<file path="config.mk">
export PLATFORM = sky130hd
export DESIGN_NAME = wb_vga_fetch
export DESIGN_NICKNAME = d
export VERILOG_FILES = /design/src/rtl/wb_vga_fetch.sv
export SDC_FILE = /design/constraint.sdc
export NUM_CORES = 1
export LEC_CHECK = 0
export ABC_AREA = 0
export BUFFER_PORTS_ARGS = -buffer_cell sky130_fd_sc_hd__buf_2
export CORE_MARGIN = 2
export CORE_UTILIZATION = 60
export DETAILED_ROUTE_END_ITERATION = 16
export GPL_TIMING_DRIVEN = 0
export PLACE_DENSITY = 0.83
export SYNTH_ARGS = -nofsm -noshare
export SYNTH_HDL_FRONTEND = slang
export SYNTH_SLANG_ARGS = --single-unit
</file>
<file path="constraint.sdc">
create_clock -name clk -period 3.06 [get_ports clk]
set_input_delay 0.612 -clock clk [delete_from_list [all_inputs] [get_ports clk]]
set_output_delay 0.612 -clock clk [all_outputs]
set_load 0.01 [all_outputs]
</file>
<file path="src/rtl/wb_vga_fetch.sv">
// Wishbone single-beat read master that streams framebuffer pixels into a show-ahead FIFO for VGA scan-out.
// First strobe 2 clocks after frame_start; reads stall while the FIFO is full or enable is low.
module wb_vga_fetch #(
  parameter int FIFO_DEPTH  = 16,
  parameter int FRAME_WORDS = 307200,
  parameter int AW          = 32
) (
  input  logic          clk,
  input  logic          reset,
  input  logic          enable,
  input  logic [AW-1:0] fb_base,
  input  logic          frame_start,
  input  logic          pix_req,
  output logic [11:0]   pix_data,
  output logic          pix_valid,
  output logic          underrun,
  output logic          bus_err,
  output logic          wbm_cyc_o,
  output logic          wbm_stb_o,
  output logic          wbm_we_o,
  output logic [3:0]    wbm_sel_o,
  output logic [AW-1:0] wbm_adr_o,
  input  logic [31:0]   wbm_dat_i,
  input  logic          wbm_ack_i,
  input  logic          wbm_err_i
);

  localparam int PW = (FIFO_DEPTH > 1) ? $clog2(FIFO_DEPTH) : 1;
  localparam int CW = (FRAME_WORDS > 1) ? $clog2(FRAME_WORDS) : 1;

  typedef enum logic [1:0] {IDLE, FETCH, BUS, DRAIN} state_t;

  state_t        state, state_nxt;
  logic          cyc_q;
  logic          done;
  logic [AW-1:0] adr_q;
  logic [AW-1:0] base_q;
  logic [AW-1:0] restart_base;
  logic [CW-1:0] word_cnt;
  logic          restart;
  logic          push;
  logic          set_err;
  logic          latch_base;
  logic          last_word;
  logic          fifo_full;

  logic [11:0]   mem [FIFO_DEPTH];
  logic [PW-1:0] rd_ptr, wr_ptr, rd_ptr_nxt;
  logic [PW:0]   fifo_cnt, fifo_cnt_nxt, cnt_after_pop;
  logic          pop;
  logic [11:0]   push_dat;
  logic [11:0]   head_nxt;
  logic          unused_dat;

  assign unused_dat = ^wbm_dat_i[31:12];

  assign last_word = (word_cnt == CW'(FRAME_WORDS - 1));
  assign fifo_full = (fifo_cnt == (PW+1)'(FIFO_DEPTH));
  // A restart deferred through DRAIN uses the base captured when frame_start arrived.
  assign restart_base = ((state == DRAIN) && !frame_start) ? base_q : fb_base;

  always_comb begin
    state_nxt  = state;
    restart    = 1'b0;
    push       = 1'b0;
    set_err    = 1'b0;
    latch_base = 1'b0;
    case (state)
      IDLE: begin
        if (frame_start) begin
          restart   = 1'b1;
          state_nxt = FETCH;
        end
      end
      FETCH: begin
        if (frame_start) begin
          restart = 1'b1;
        end else if (enable && !done && !fifo_full) begin
          state_nxt = BUS;
        end
      end
      BUS: begin
        if (wbm_ack_i || wbm_err_i) begin
          set_err = wbm_err_i;
          if (frame_start) begin
            restart   = 1'b1;
            state_nxt = FETCH;
          end else begin
            push      = 1'b1;
            state_nxt = last_word ? IDLE : FETCH;
          end
        end else if (frame_start) begin
          latch_base = 1'b1;
          state_nxt  = DRAIN;
        end
      end
      DRAIN: begin
        if (wbm_ack_i || wbm_err_i) begin
          set_err   = wbm_err_i;
          restart   = 1'b1;
          state_nxt = FETCH;
        end else if (frame_start) begin
          latch_base = 1'b1;
        end
      end
      default: state_nxt = IDLE;
    endcase
  end

  always_ff @(posedge clk or negedge reset) begin
    if (!reset) begin
      state    <= IDLE;
      cyc_q    <= 1'b0;
      adr_q    <= '0;
      base_q   <= '0;
      word_cnt <= '0;
      done     <= 1'b1;
      bus_err  <= 1'b0;
    end else begin
      state <= state_nxt;
      cyc_q <= (state_nxt == BUS) || (state_nxt == DRAIN);
      if (latch_base) begin
        base_q <= fb_base;
      end
      if (restart) begin
        adr_q    <= restart_base;
        word_cnt <= '0;
        done     <= 1'b0;
      end else if (push) begin
        adr_q    <= adr_q + AW'(4);
        word_cnt <= word_cnt + CW'(1);
        if (last_word) begin
          done <= 1'b1;
        end
      end
      if (set_err) begin
        bus_err <= 1'b1;
      end
    end
  end

  // Pop is qualified by the registered valid, so a push into an empty FIFO is never popped in the same cycle.
  always_comb begin
    pop           = pix_req && pix_valid;
    push_dat      = wbm_err_i ? 12'h000 : wbm_dat_i[11:0];
    rd_ptr_nxt    = pop ? rd_ptr + PW'(1) : rd_ptr;
    cnt_after_pop = pop ? fifo_cnt - (PW+1)'(1) : fifo_cnt;
    fifo_cnt_nxt  = push ? cnt_after_pop + (PW+1)'(1) : cnt_after_pop;
    head_nxt      = (cnt_after_pop == '0) ? push_dat : mem[rd_ptr_nxt];
  end

  always_ff @(posedge clk or negedge reset) begin
    if (!reset) begin
      rd_ptr    <= '0;
      wr_ptr    <= '0;
      fifo_cnt  <= '0;
      pix_valid <= 1'b0;
      pix_data  <= 12'h000;
      underrun  <= 1'b0;
    end else if (restart) begin
      rd_ptr    <= '0;
      wr_ptr    <= '0;
      fifo_cnt  <= '0;
      pix_valid <= 1'b0;
      underrun  <= 1'b0;
    end else begin
      if (push) begin
        wr_ptr <= wr_ptr + PW'(1);
      end
      rd_ptr    <= rd_ptr_nxt;
      fifo_cnt  <= fifo_cnt_nxt;
      pix_valid <= (fifo_cnt_nxt != '0);
      if (fifo_cnt_nxt != '0) begin
        pix_data <= head_nxt;
      end
      if (pix_req && !pix_valid) begin
        underrun <= 1'b1;
      end
    end
  end

  always_ff @(posedge clk) begin
    if (push) begin
      mem[wr_ptr] <= push_dat;
    end
  end

  assign wbm_cyc_o = cyc_q;
  assign wbm_stb_o = cyc_q;
  assign wbm_we_o  = 1'b0;
  assign wbm_sel_o = 4'hF;
  assign wbm_adr_o = adr_q;

endmodule

</file>
==> Word level (Yosys, flattened, before mapping) <==
Memories as Yosys holds them, arrays and structs flattened.
Index checks and enable logic that the tools add are counted.
Widths: inputs -> output; s select.
{ "totals": {"register_bits": 115, "ram_bits": 192, "input_bits": 71, "out_inout_bits": 54, "n_memories": 1} }
{ "op_classes": {"addsub": 6, "n_eq_ne": 7, "n_mux": 42, "bitwise": 1, "reduce_logical": 21} }
{ "mem_list": {"columns": ["memory", "words", "width", "rd", "rd_ports_with_merged_regs", "wr", "line_no", "rtl"], "rows": [
  ["mem", 16, 12, 1, 0, 1, "47", "logic [11:0] mem [FIFO_DEPTH];"]
]} }
{ "op_table": {"columns": ["op", "n"], "rows": [
  ["$mux 32", 3],
  ["$mux 19", 2],
  ["$add 32x3->32 const B", 1],
  ["$mux 12", 2],
  ["$mux 1", 20],
  ["$add 19x1->19 const B", 1],
  ["$eq 19x19->1 const B", 1],
  ["$mux 4", 4],
  ["$mux 5", 3],
  ["$mux 2", 6],
  ["$add 4x1->4 const B", 2],
  ["$eq 2x2->1 const B", 4],
  ["$pmux 2 s4", 1],
  ["$reduce_bool 2->1", 3],
  ["$add 5x1->5 const B", 1],
  ["$eq 5x5->1 const B", 1],
  ["$logic_and 1x1->1", 5],
  ["$logic_not 5->1", 1],
  ["$reduce_bool 5->1", 1],
  ["$sub 5x1->5 const B", 1],
  ["$logic_not 1->1", 4],
  ["$reduce_and 2->1", 2],
  ["$reduce_or 2->1", 2],
  ["$pmux 1 s3", 1],
  ["other kinds (4)", 5]
]} }

==> Depth between registers and ports, before layout <==
Gate-level depths: netlist of the first run.
{ "logic_depth": {"depth_word": 8, "mapped_depth": 13, "ltp_nobuf": 12} }

==> Least setup slack after synthesis of the first run <==
OpenSTA, ideal clock, no wires.
{ "synth_timing": {"kind": "input to register", "startpoint": "input port pix_req", "endpoint": "register pix_data[9]", "setup_ps": 121, "arrival_ps": 2385, "required_time_ps": 2939, "setup_slack_ps": 554, "cell_stages": 10, "path_buffers": 2, "path_cell_list": "buf_6 and2_1 buf_6 o21ai_2 inv_1 ha_1 o32ai_1 a31o_4 nor2_1 a22o_1"} }
{ "synth_between": {"elab_chain_len": 6, "word_cells_on_any_way": 10} }
{ "synth_lines": {"columns": ["item", "line_no", "rtl"], "rows": [
  ["start, declared", "13", "input logic pix_req,"],
  ["$logic_and 1x1->1 (*)", "144", "pop = pix_req && pix_valid;"],
  ["$mux 5", "147", "cnt_after_pop = pop ? fifo_cnt - (PW+1)'(1) : fifo_cnt;"],
  ["$add 5x1->5", "148", "fifo_cnt_nxt = push ? cnt_after_pop + (PW+1)'(1) : cnt_after_pop;"],
  ["$mux 5", "148", null],
  ["$reduce_bool 5->1", "173", "if (fifo_cnt_nxt != '0) begin"],
  ["$reduce_and 2->1 (no source line)", null, null],
  ["end signal, assigned", "174", "pix_data <= head_nxt;"],
  ["end, declared", "14", "output logic [11:0] pix_data,"]
]} }
Every way passes the cells marked *; elsewhere a longest branch is shown, timed or not.
A chain may end at the register's enable or synchronous reset.

==> Final worst setup path of the first run <==
{ "layout_timing": {"startpoint": "register rd_ptr[0]", "endpoint": "register pix_data[5]"} }
{ "layout_between": {"elab_chain_len": 4} }
{ "layout_lines": {"columns": ["item", "line_no", "rtl"], "rows": [
  ["start, declared", "48", "logic [PW-1:0] rd_ptr, wr_ptr, rd_ptr_nxt;"],
  ["start signal, assigned", "170", "rd_ptr <= rd_ptr_nxt;"],
  ["$add 4x1->4", "146", "rd_ptr_nxt = pop ? rd_ptr + PW'(1) : rd_ptr;"],
  ["$mux 4 (*)", "146", null],
  ["$mem_v2 16x12 (*)", null, null],
  ["$mux 12 (*)", "149", "head_nxt = (cnt_after_pop == '0) ? push_dat : mem[rd_ptr_nxt];"]
]} }
Marks and branches as above.

==> results.sh, run 1 <==
export IMPL_clock_latency_ns=0.57
export IMPL_finalHoldViolCount=0
export IMPL_pin_count=125
export IMPL_p_leak_nw=5.99
export IMPL_grt_pass1_vias=10800
export IMPL_status="complete, no violations"
export IMPL_die_height_um=160
export IMPL_vias=10900
export IMPL_met3RoutedLength_um=3980
export IMPL_slew_viol_final=0
export IMPL_antenna_found_initial=3
export IMPL_drive_gt1_share_pct=18.7
export IMPL_hold_class="primary input to register"
export IMPL_vdd_ir_drop_max_v=0.000564
export IMPL_avgRoutedWirePerCell_um=22.8
export IMPL_dp_hpwl_um=25800
export IMPL_drc_errors=0
export IMPL_critPathRequiredTime_ns=3.52
export IMPL_dp_slack_ns=0.0166
export IMPL_syn_inst=1208
export IMPL_drtPass1Iterations=6
export IMPL_startpoint_type="register"
export IMPL_met1_length_um=14800
export IMPL_core_area_sq_um=24100
export IMPL_cts_tree="done"
export IMPL_cts_buffer_depth=3
export IMPL_async_flop_share_pct=37.3
export IMPL_met2_wirelength_um=17800
export IMPL_synth_top_flop_cell="edfxtp_1"
export IMPL_rsz0062_at_grt="no"
export IMPL_n_fill_cell=1697
export IMPL_finalSetupTns_ns=0
export IMPL_initial_core_util_pct=60.6
export IMPL_setup_ws_ns=0.0898
export IMPL_finalSetupViolations=0
export IMPL_crit_chain="inv_1 -> clkbuf_1 -> xnor2_1 -> buf_2 -> nor4_1 -> a31oi_1 -> o21ai_0 -> a41o_1 -> o21ai_1"
export IMPL_final_cell_mix="edfxtp_1 (192), buf_2 (123), dfrtp_1 (113)"
export IMPL_cp_buffers_inverters=3
export IMPL_tightest_slew_ns=1.40
export IMPL_finalCriticalPeriod_ns=2.97
export IMPL_max_freq_mhz=337
export IMPL_gp_congestion=0.938
export IMPL_dieArea_sq_um=25600
export IMPL_area_delta_synth_final_pct=14.1
export IMPL_cts_sinks=306
export IMPL_ys_ff_latch=306
export IMPL_critical_path_max_stage_delay_ns=0.48
export IMPL_cp_data_arrival_time_ns=3.43
export IMPL_path_clk_slew_ns=0.07
export IMPL_fin_nets=1425
export IMPL_slew_headroom_pct=6.59
export IMPL_worstSetupPathType="register to register"
export IMPL_yosysSeqAreaShare_pct=59.0
export IMPL_fin_skew_ns=0.0220
export IMPL_cts_setup_buffers=0
export IMPL_postRouteAntennaNets=0
export IMPL_synth_edf_count=192
export IMPL_cts_root_buf="clkbuf_16"
export IMPL_htree_num_levels=1
export IMPL_top_layer_used="met5"
export IMPL_track_usage_pct=30.1
export IMPL_slowest_stage="o21ai_0"
export IMPL_critPathMaxFanout=10
export IMPL_period_share_pct=97.1
export IMPL_crit_family="compound AO/OA/AOI/OAI gates"
export IMPL_crit_path_end_kind="register"
export IMPL_die_w_um=160
export IMPL_overflow=0
export IMPL_fp_row_count=57
export IMPL_synth_distinct_cells=65
export IMPL_final_common_cell="edfxtp_1"
export IMPL_cts_inserted_buffers=31
export IMPL_grt_pass1_wl_um=60100
export IMPL_powerDensity_nw_per_um2=750
export IMPL_grt_max_degree=100
export IMPL_yosysWarnings=0
export IMPL_viasPerCell=6.46
export IMPL_syn_area_per_cell_sq_um=12.1
export IMPL_finalWirelength_um=38600
export IMPL_p_total_mw=12.5
export IMPL_io_buffer_count=98
export IMPL_drt_iter0_markers=1463
export IMPL_maxCapViolations=0
export IMPL_syn_area_sq_um=14600
-- flip-flops by register name, summed over array words and instances, names as in the netlist, 4 cells and up --
name / flops
wbm_adr_o: 32
base_q: 32
mem: 192
rd_ptr: 4
word_cnt: 19
wr_ptr: 4
fifo_cnt: 5
pix_data: 12
-- stage by stage --
| step | cells | hold slack [ns] | area [sq um] | utilization, % |
|---|---|---|---|---|
| 2_1_floorplan | 1211 | 0.316 | 14600 | - |
| 3_3_place_gp | 1633 | 0.439 | 15500 | 64.3 |
| 3_5_place_dp | 1634 | 0.464 | 15500 | 64.5 |
| 4_1_cts | 1693 | 0.278 | 16600 | 69.0 |
| 5_1_grt | 1693 | 0.278 | 16700 | 69.1 |
| 6_report | 1695 | 0.290 | 16700 | 69.1 |
-- cell usage after synthesis, drive strengths merged (3+ instances only) --
cell type	count	area [sq um]
a211oi	14	105
a21oi	20	100
a221oi	3	26.3
a31o	3	35.0
a31oi	12	75.1
a41o	11	110
and2	16	100
and3	18	113
and4	5	43.8
buf	48	288
clkbuf	41	154
dfrtp	113	2830
edfxtp	192	5770
ha	10	125
inv	12	45.0
mux2	32	360
mux2i	98	981
nand2	59	224
nand2b	4	25.0
nand3	42	210
nand3b	3	22.5
nand4	14	87.6
nor2	88	330
nor2b	25	156
nor3	35	180
nor4	13	96.3
o211ai	26	195
o21ai	62	314
o221ai	15	131
o22a	10	87.6
o22ai	71	444
o31a	11	96.3
o31ai	3	22.5
or3	4	25.0
xnor2	16	166
xor2	36	323
-- area by class of cell --
| type | count | area (sq um) | area share (%) |
|---|---|---|---|
| diodes | 2 | 5.00 | 0.0300 |
| plain buffers | 89 | 444 | 2.67 |
| clock buffers | 38 | 865 | 5.19 |
| clock inverters | 20 | 209 | 1.25 |
| inverters | 12 | 45.0 | 0.270 |
| multi-input cells | 804 | 5530 | 33.2 |
| flip-flops and latches | 306 | 8620 | 51.7 |
| well taps | 324 | 405 | 2.43 |
| repair buffers | 100 | 534 | 3.21 |
-- kinds of logic after synthesis --
kind of cell	count (synthesis)	synth area share, %
other	2	0.0514
buffers and inverters	101	3.33
flip-flops	306	59.0
XOR/XNOR	52	3.35
multiplexers	130	9.19
AO/OA/AOI/OAI	275	12.8
AND/OR/NAND/NOR	332	11.4
adder cells (fa/ha/maj)	10	0.857
-- routing by layer --
layer | track usage (%) | vias up
li1 | - | 4871
met1 | 40.8 | 5313
met2 | 47.3 | 644
met3 | 5.71 | 116
met4 | 14.9 | 2
met5 | 0 | -
-- where the power goes --
part	switching (mW)	internal, mW
clock network	1.64	2.28
logic	2.10	1.33
registers	0.324	4.82
-- path summary, 6_finish.rpt --
check                           slack [ns]  cells after the start        from       endpoint
worst min register to register        0.48                      1     bus_err        bus_err
worst max register to register        0.09                      9   rd_ptr[0]    pix_data[5]
worst max-delay path                  0.09                      9   rd_ptr[0]    pix_data[5]
max in group asynchronous             1.83                      3       reset  wbm_adr_o[19]
min in group asynchronous             0.45                      2       reset    pix_data[4]
worst min-delay path                  0.29                      2  fb_base[1]      base_q[1]
-- repair_timing --
item | in CTS | in global routing
endpoints found under the hold margin | 15 | 0
hold buffers | 1 | 0
resized for setup | 0 | 8
endpoints found under the setup margin | 0 | 57
(Power assumes the default switching activity.)
==> run 2, diff against run 1 <==
Settings changed: REMOVE_ABC_BUFFERS set to 1.
==> run 2 against run 1 <==
Against the previous run: critical path depth did not move; clock power barely moved; count of clock-buffer cells in the layout fell by 2; routed wire length fell by 2.2%; largest power group unchanged; largest cell class unchanged; sequential cell count did not move.
==> results.sh, run 2 (synthesis gave the netlist of run 1 again) <==
export IMPL_max_freq_mhz=328
export IMPL_grt_pass1_wl_um=57100
export IMPL_r2r_end="pix_data[6]"
export IMPL_viasPerCell=6.66
export IMPL_drt_iter0_markers=1256
export IMPL_overflow=0
export IMPL_cts_root_buf="clkbuf_16"
export IMPL_area_delta_synth_final_pct=14.0
export IMPL_pin_count=125
export IMPL_initial_core_util_pct=60.6
export IMPL_startpoint="pix_valid"
export IMPL_grt_max_degree=83
export IMPL_maxCapViolations=0
export IMPL_slew_headroom_pct=3.64
export IMPL_cts_tree="done"
export IMPL_finalHoldViolCount=0
export IMPL_startpoint_type="register"
export IMPL_hold_class="primary input to register"
export IMPL_n_fill_cell=1620
export IMPL_dp_slack_ns=-2.24
export IMPL_r2r_slack_ns=0.01
export IMPL_final_common_cell="edfxtp_1"
export IMPL_cp_data_arrival_time_ns=3.48
export IMPL_timing_reg2reg_worst_path_depth=9
export IMPL_drc_errors=0
export IMPL_status="complete, no violations"
export IMPL_grt_pass1_vias=10400
export IMPL_tightest_slew_ns=1.44
export IMPL_dieArea_sq_um=25600
export IMPL_crit_path_end_kind="register"
export IMPL_drive_gt1_share_pct=18.8
export IMPL_drtPass1Iterations=6
export IMPL_path_clk_slew_ns=0.06
export IMPL_setup_ws_ns=0.0140
export IMPL_io_buffer_count=99
export IMPL_cts_sinks=306
export IMPL_fin_skew_ns=0.0143
export IMPL_finalSetupViolations=0
export IMPL_largest_reg_flops=192
export IMPL_postRouteAntennaNets=0
export IMPL_critPathMaxFanout=39
export IMPL_vdd_ir_drop_max_v=0.000553
export IMPL_rsz0062_at_grt="no"
export IMPL_clock_latency_ns=0.57
export IMPL_powerDensity_nw_per_um2=758
export IMPL_gp_congestion=0.871
export IMPL_final_cell_mix="edfxtp_1 (192), dfrtp_1 (110), mux2i_1 (98), buf_2 (98), nor2_1 (86)"
export IMPL_core_area_sq_um=24100
export IMPL_utilization_pct=69.1
export IMPL_antenna_found_initial=3
export IMPL_finalWirelength_um=37800
export IMPL_fin_nets=1356
export IMPL_cts_inserted_buffers=30
export IMPL_period_share_pct=99.5
export IMPL_critPathRequiredTime_ns=3.49
export IMPL_htree_num_levels=1
export IMPL_top_register="mem"
export IMPL_crit_end="pix_data[6]"
export IMPL_avgRoutedWirePerCell_um=23.2
export IMPL_worstSetupPathType="register to register"
export IMPL_fp_row_count=57
export IMPL_dp_hpwl_um=21500
export IMPL_p_leak_nw=5.89
export IMPL_cts_buffer_depth=3
export IMPL_slew_viol_final=0
export IMPL_track_usage_pct=28.6
export IMPL_crit_reg2reg_launch="pix_valid"
export IMPL_die_w_um=160
export IMPL_finalCriticalPeriod_ns=3.05
export IMPL_die_height_um=160
export IMPL_vias=10800
==> run 2: changes by cell type in the layout (fill, tap and decap cells not counted), sizes merged <==
cell      previous run  this run
inv                 15        11
nand4b               2         3
clkinv               9        12
nand3               42        43
clkbuf              79        37
diode                2         3
clkinvlp             5         4
bufinv               3         6
buf                147       116
==> run 2: worst min path at each step <==
stage	startpoint	endpoint	slack, ns	cells past startpoint
2_1_floorplan	reset	base_q[0]	0.32	0
3_3_place_gp	bus_err	bus_err	0.43	1
3_5_place_dp	bus_err	bus_err	0.45	1
4_1_cts	fb_base[9]	base_q[9]	0.28	2
5_1_grt	fb_base[2]	base_q[2]	0.29	2
6_report	fb_base[9]	base_q[9]	0.29	2
==> run 2: critical path: stages, from the launching register on <==
cell,delay [ns]
dfrtp_2,0.62
and2_2,0.37
buf_12,0.28
xnor2_4,0.20
buf_8,0.22
nor4_1,0.30
a31oi_1,0.13
o21ai_0,0.45
a41o_1,0.28
o21ai_1,0.06
==> run 2: cell type report <==
cell class	count	area, sq um	share of cell area [%]
Sequential cell	306	8630	51.8
Multi-Input combinational cell	806	5710	34.3
Clock buffer	36	793	4.76
Timing Repair Buffer	118	792	4.76
Tap cell	324	405	2.43
Clock inverter	20	263	1.58
Inverter	12	48.8	0.293
Antenna cell	3	7.51	0.0451
Timing Repair inverter	1	5.00	0.0301
==> run 2: timing repair <==
item	CTS	global route
pin swaps	4	1
hold endpoints to repair	32	0
gates cloned	3	1
resized for setup	22	7
setup endpoints to repair	54	11
buffers inserted	6	3
hold buffers	1	0
==> run 2: metal layers <==
metal / share of wire [%] / GRT usage [%] / up-vias
met1: 37 / 38.0 / 5304
met2: 47 / 46.1 / 645
li1: - / - / 4738
met4: 4.5 / 11.8 / 4
met3: 11 / 6.36 / 137
met5: 0.069 / 0 / -
==> run 2: metrics by stage <==
step	power [mW]	instance area (sq um)	hold slack (ns)	cells	TNS, ns
4_1_cts	12.4	16500	0.279	1619	0
3_3_place_gp	8.26	15100	0.434	1545	-381.87
6_report	12.6	16600	0.290	1626	0
2_1_floorplan	7.35	14200	0.316	1122	-146.51
3_5_place_dp	8.35	15300	0.448	1553	-37.07
5_1_grt	13.1	16600	0.292	1623	0
==> run 2: where the power goes <==
group          internal (mW)  switching, mW  leakage [nW]
clock network           2.35           1.59         0.517
registers               4.82          0.399          3.07
logic                   1.41           2.04          2.31
total                   8.59           4.02          5.89
==> run 3, diff against run 2 <==
Settings changed: CORE_UTILIZATION 60 to 65, PLACE_DENSITY 0.83 to 0.89, SETUP_SLACK_MARGIN set to 0.2.
Clock period 3.06 ns to 3.9 ns, I/O delays scaled along.
==> run 3 against run 2 <==
Against the previous run: the run now ends with max-capacitance violations, max-slew violations left; register-to-register slack improved by 0.40 ns; design area decreased by 2.3%; sequential cell count unchanged; setup slack improved by 0.40 ns; sequential share of layout area increased by 1.2 points; clock skew increased by 0.0021 ns; critical path depth decreased by 1; first-iteration DRC count increased by 15%; clock power decreased by 29%; largest power group unchanged; fmax decreased by 13%; global-route usage increased by 2.6 points; cell count decreased by 3.4%.
==> results.sh, run 3 (synthesis gave the netlist of run 1 again) <==
export IMPL_area_delta_synth_final_pct=11.4
export IMPL_finalWirelength_um=36900
export IMPL_dp_hpwl_um=21600
export IMPL_status="complete, but fails checks"
export IMPL_initial_core_util_pct=66.5
export IMPL_io_buffer_count=99
export IMPL_fp_row_count=54
export IMPL_core_area_sq_um=22000
export IMPL_critPathRequiredTime_ns=4.38
export IMPL_final_common_cell="edfxtp_1"
export IMPL_clock_latency_ns=0.56
export IMPL_rsz0062_at_grt="no"
export IMPL_fin_skew_ns=0.0163
export IMPL_startpoint_type="register"
export IMPL_cts_inserted_buffers=30
export IMPL_final_cell_mix="edfxtp_1 (192), dfrtp_1 (111), mux2i_1 (98), buf_2 (98), nor2_1 (87)"
export IMPL_drt_iter0_markers=1446
export IMPL_crit_end="pix_data[1]"
export IMPL_worstSetupPathType="register to register"
export IMPL_period_share_pct=89.4
export IMPL_powerDensity_nw_per_um2=583
export IMPL_slowest_stage="nor2_1"
export IMPL_finalSetupTns_ns=0
export IMPL_tightest_slew_ns=1.53
export IMPL_path_clk_slew_ns=0.06
export IMPL_n_fill_cell=1288
export IMPL_hold_buffers=0
export IMPL_crit_reg2reg_launch="rd_ptr[0]"
export IMPL_postRouteAntennaNets=0
export IMPL_cp_data_arrival_time_ns=3.97
export IMPL_gp_congestion=0.847
export IMPL_drc_errors=0
export IMPL_dp_slack_ns=-1.48
export IMPL_dieArea_sq_um=23700
export IMPL_grt_pass1_wl_um=57400
export IMPL_pin_count=125
export IMPL_grt_pass1_vias=10600
export IMPL_viasPerCell=6.90
export IMPL_vias=10800
export IMPL_finalHoldViolCount=0
export IMPL_largest_reg_flops=192
export IMPL_track_usage_pct=31.2
export IMPL_r2r_end="pix_data[1]"
export IMPL_crit_path_end_kind="register"
export IMPL_slew_viol_final=18
export IMPL_die_w_um=154
export IMPL_failed_checks="max-capacitance violations, max-slew violations"
export IMPL_drive_gt1_share_pct=16.8
export IMPL_r2r_slack_ns=0.42
export IMPL_overflow=0
export IMPL_cpMostUsedCell="nor2_1"
export IMPL_max_freq_mhz=287
export IMPL_critical_path_max_stage_delay_ns=0.75
export IMPL_die_height_um=154
export IMPL_crit_chain="buf_16 -> nand2_1 -> nor2_1 -> xor2_2 -> nor2_1 -> o21ai_0 -> a41o_1 -> o21ai_1"
export IMPL_cts_buffer_depth=3
export IMPL_antenna_found_initial=7
export IMPL_htree_num_levels=1
export IMPL_cp_buffers_inverters=1
export IMPL_cts_root_buf="clkbuf_16"
export IMPL_setup_ws_ns=0.415
export IMPL_critPathMaxFanout=58
export IMPL_grt_max_degree=69
export IMPL_slew_headroom_pct=-2.53
export IMPL_cp_depth=8
export IMPL_maxCapViolations=1
export IMPL_p_leak_nw=5.75
export IMPL_timing_reg2reg_worst_path_depth=8
export IMPL_cts_sinks=306
export IMPL_drtPass1Iterations=5
export IMPL_fin_nets=1343
export IMPL_cts_tree="done"
export IMPL_finalCriticalPeriod_ns=3.48
export IMPL_hold_class="primary input to asynchronous set/reset pin"
export IMPL_vdd_ir_drop_max_v=0.000478
export IMPL_finalSetupViolations=0
export IMPL_startpoint="rd_ptr[0]"
export IMPL_crit_family="simple AND/OR/NAND/NOR gates"
export IMPL_holdWs_ns=0.168
export IMPL_avgRoutedWirePerCell_um=23.5
export IMPL_top_register="mem"
-- run 3: changes by cell type in the layout (fill, tap and decap cells not counted), moves of 3 or more --
cell       previous run  this run
nor2b_2               8         5
xnor2_4               4         1
clkinv_2              8         4
clkbuf_1              4        10
xnor2_2               1         4
nor2b_1              17        20
buf_4                 7         1
bufinv_16             6         1
clkbuf_8              2         5
-- run 3: final cells by class --
| cell class | count | area (sq um) | area share, % |
|---|---|---|---|
| antenna | 5 | 12.5 | 0.0770 |
| clock buffer | 46 | 882 | 5.43 |
| clock inverter | 10 | 72.6 | 0.446 |
| inverter | 12 | 45.0 | 0.277 |
| multi-input combinational | 805 | 5610 | 34.5 |
| sequential | 306 | 8620 | 53.0 |
| tap | 280 | 350 | 2.15 |
| timing repair buffer | 107 | 662 | 4.07 |
-- run 3: layer usage --
metal,global-route usage [%],part of all wire (%),routed length [um],vias to the layer above
met5,0,0.035,13,-
met1,41.5,36,13400,5268
li1,-,-,-,4710
met4,12.2,4.3,1580,2
met3,6.12,11,4240,123
met2,51.4,48,17700,744
-- run 3: how the worst min path moves through the flow --
| stage | start | to | depth (start not counted) |
|---|---|---|---|
| 2_1_floorplan | reset | base_q[0] | 0 |
| 3_3_place_gp | bus_err | bus_err | 1 |
| 3_5_place_dp | bus_err | bus_err | 1 |
| 4_1_cts | reset | base_q[28] | 1 |
| 5_1_grt | reset | base_q[30] | 1 |
| 6_report | reset | base_q[28] | 1 |
-- run 3: where the power goes --
part	switching [mW]	total (mW)	leakage, nW	internal [mW]
Sequential	0.303	4.09	3.07	3.78
Clock	1.19	2.80	0.466	1.61
Combinational	1.56	2.58	2.21	1.02
-- run 3: what timing repair did --
| action | in CTS | in global routing |
|---|---|---|
| pin swaps | 1 | 1 |
| cloned | 1 | 0 |
| setup buffers | 0 | 1 |
| setup endpoints to repair | 13 | 12 |
| resized for setup | 8 | 4 |
-- run 3: stage by stage --
step           instances  area (sq um)  power (mW)  util [%]
3_3_place_gp        1501         15000        6.46      68.4
2_1_floorplan       1122         14200        5.77         -
5_1_grt             1568         16300        9.83      74.0
4_1_cts             1565         16200        9.39      73.8
3_5_place_dp        1508         15200        6.54      69.3
6_report            1571         16300        9.48      74.0
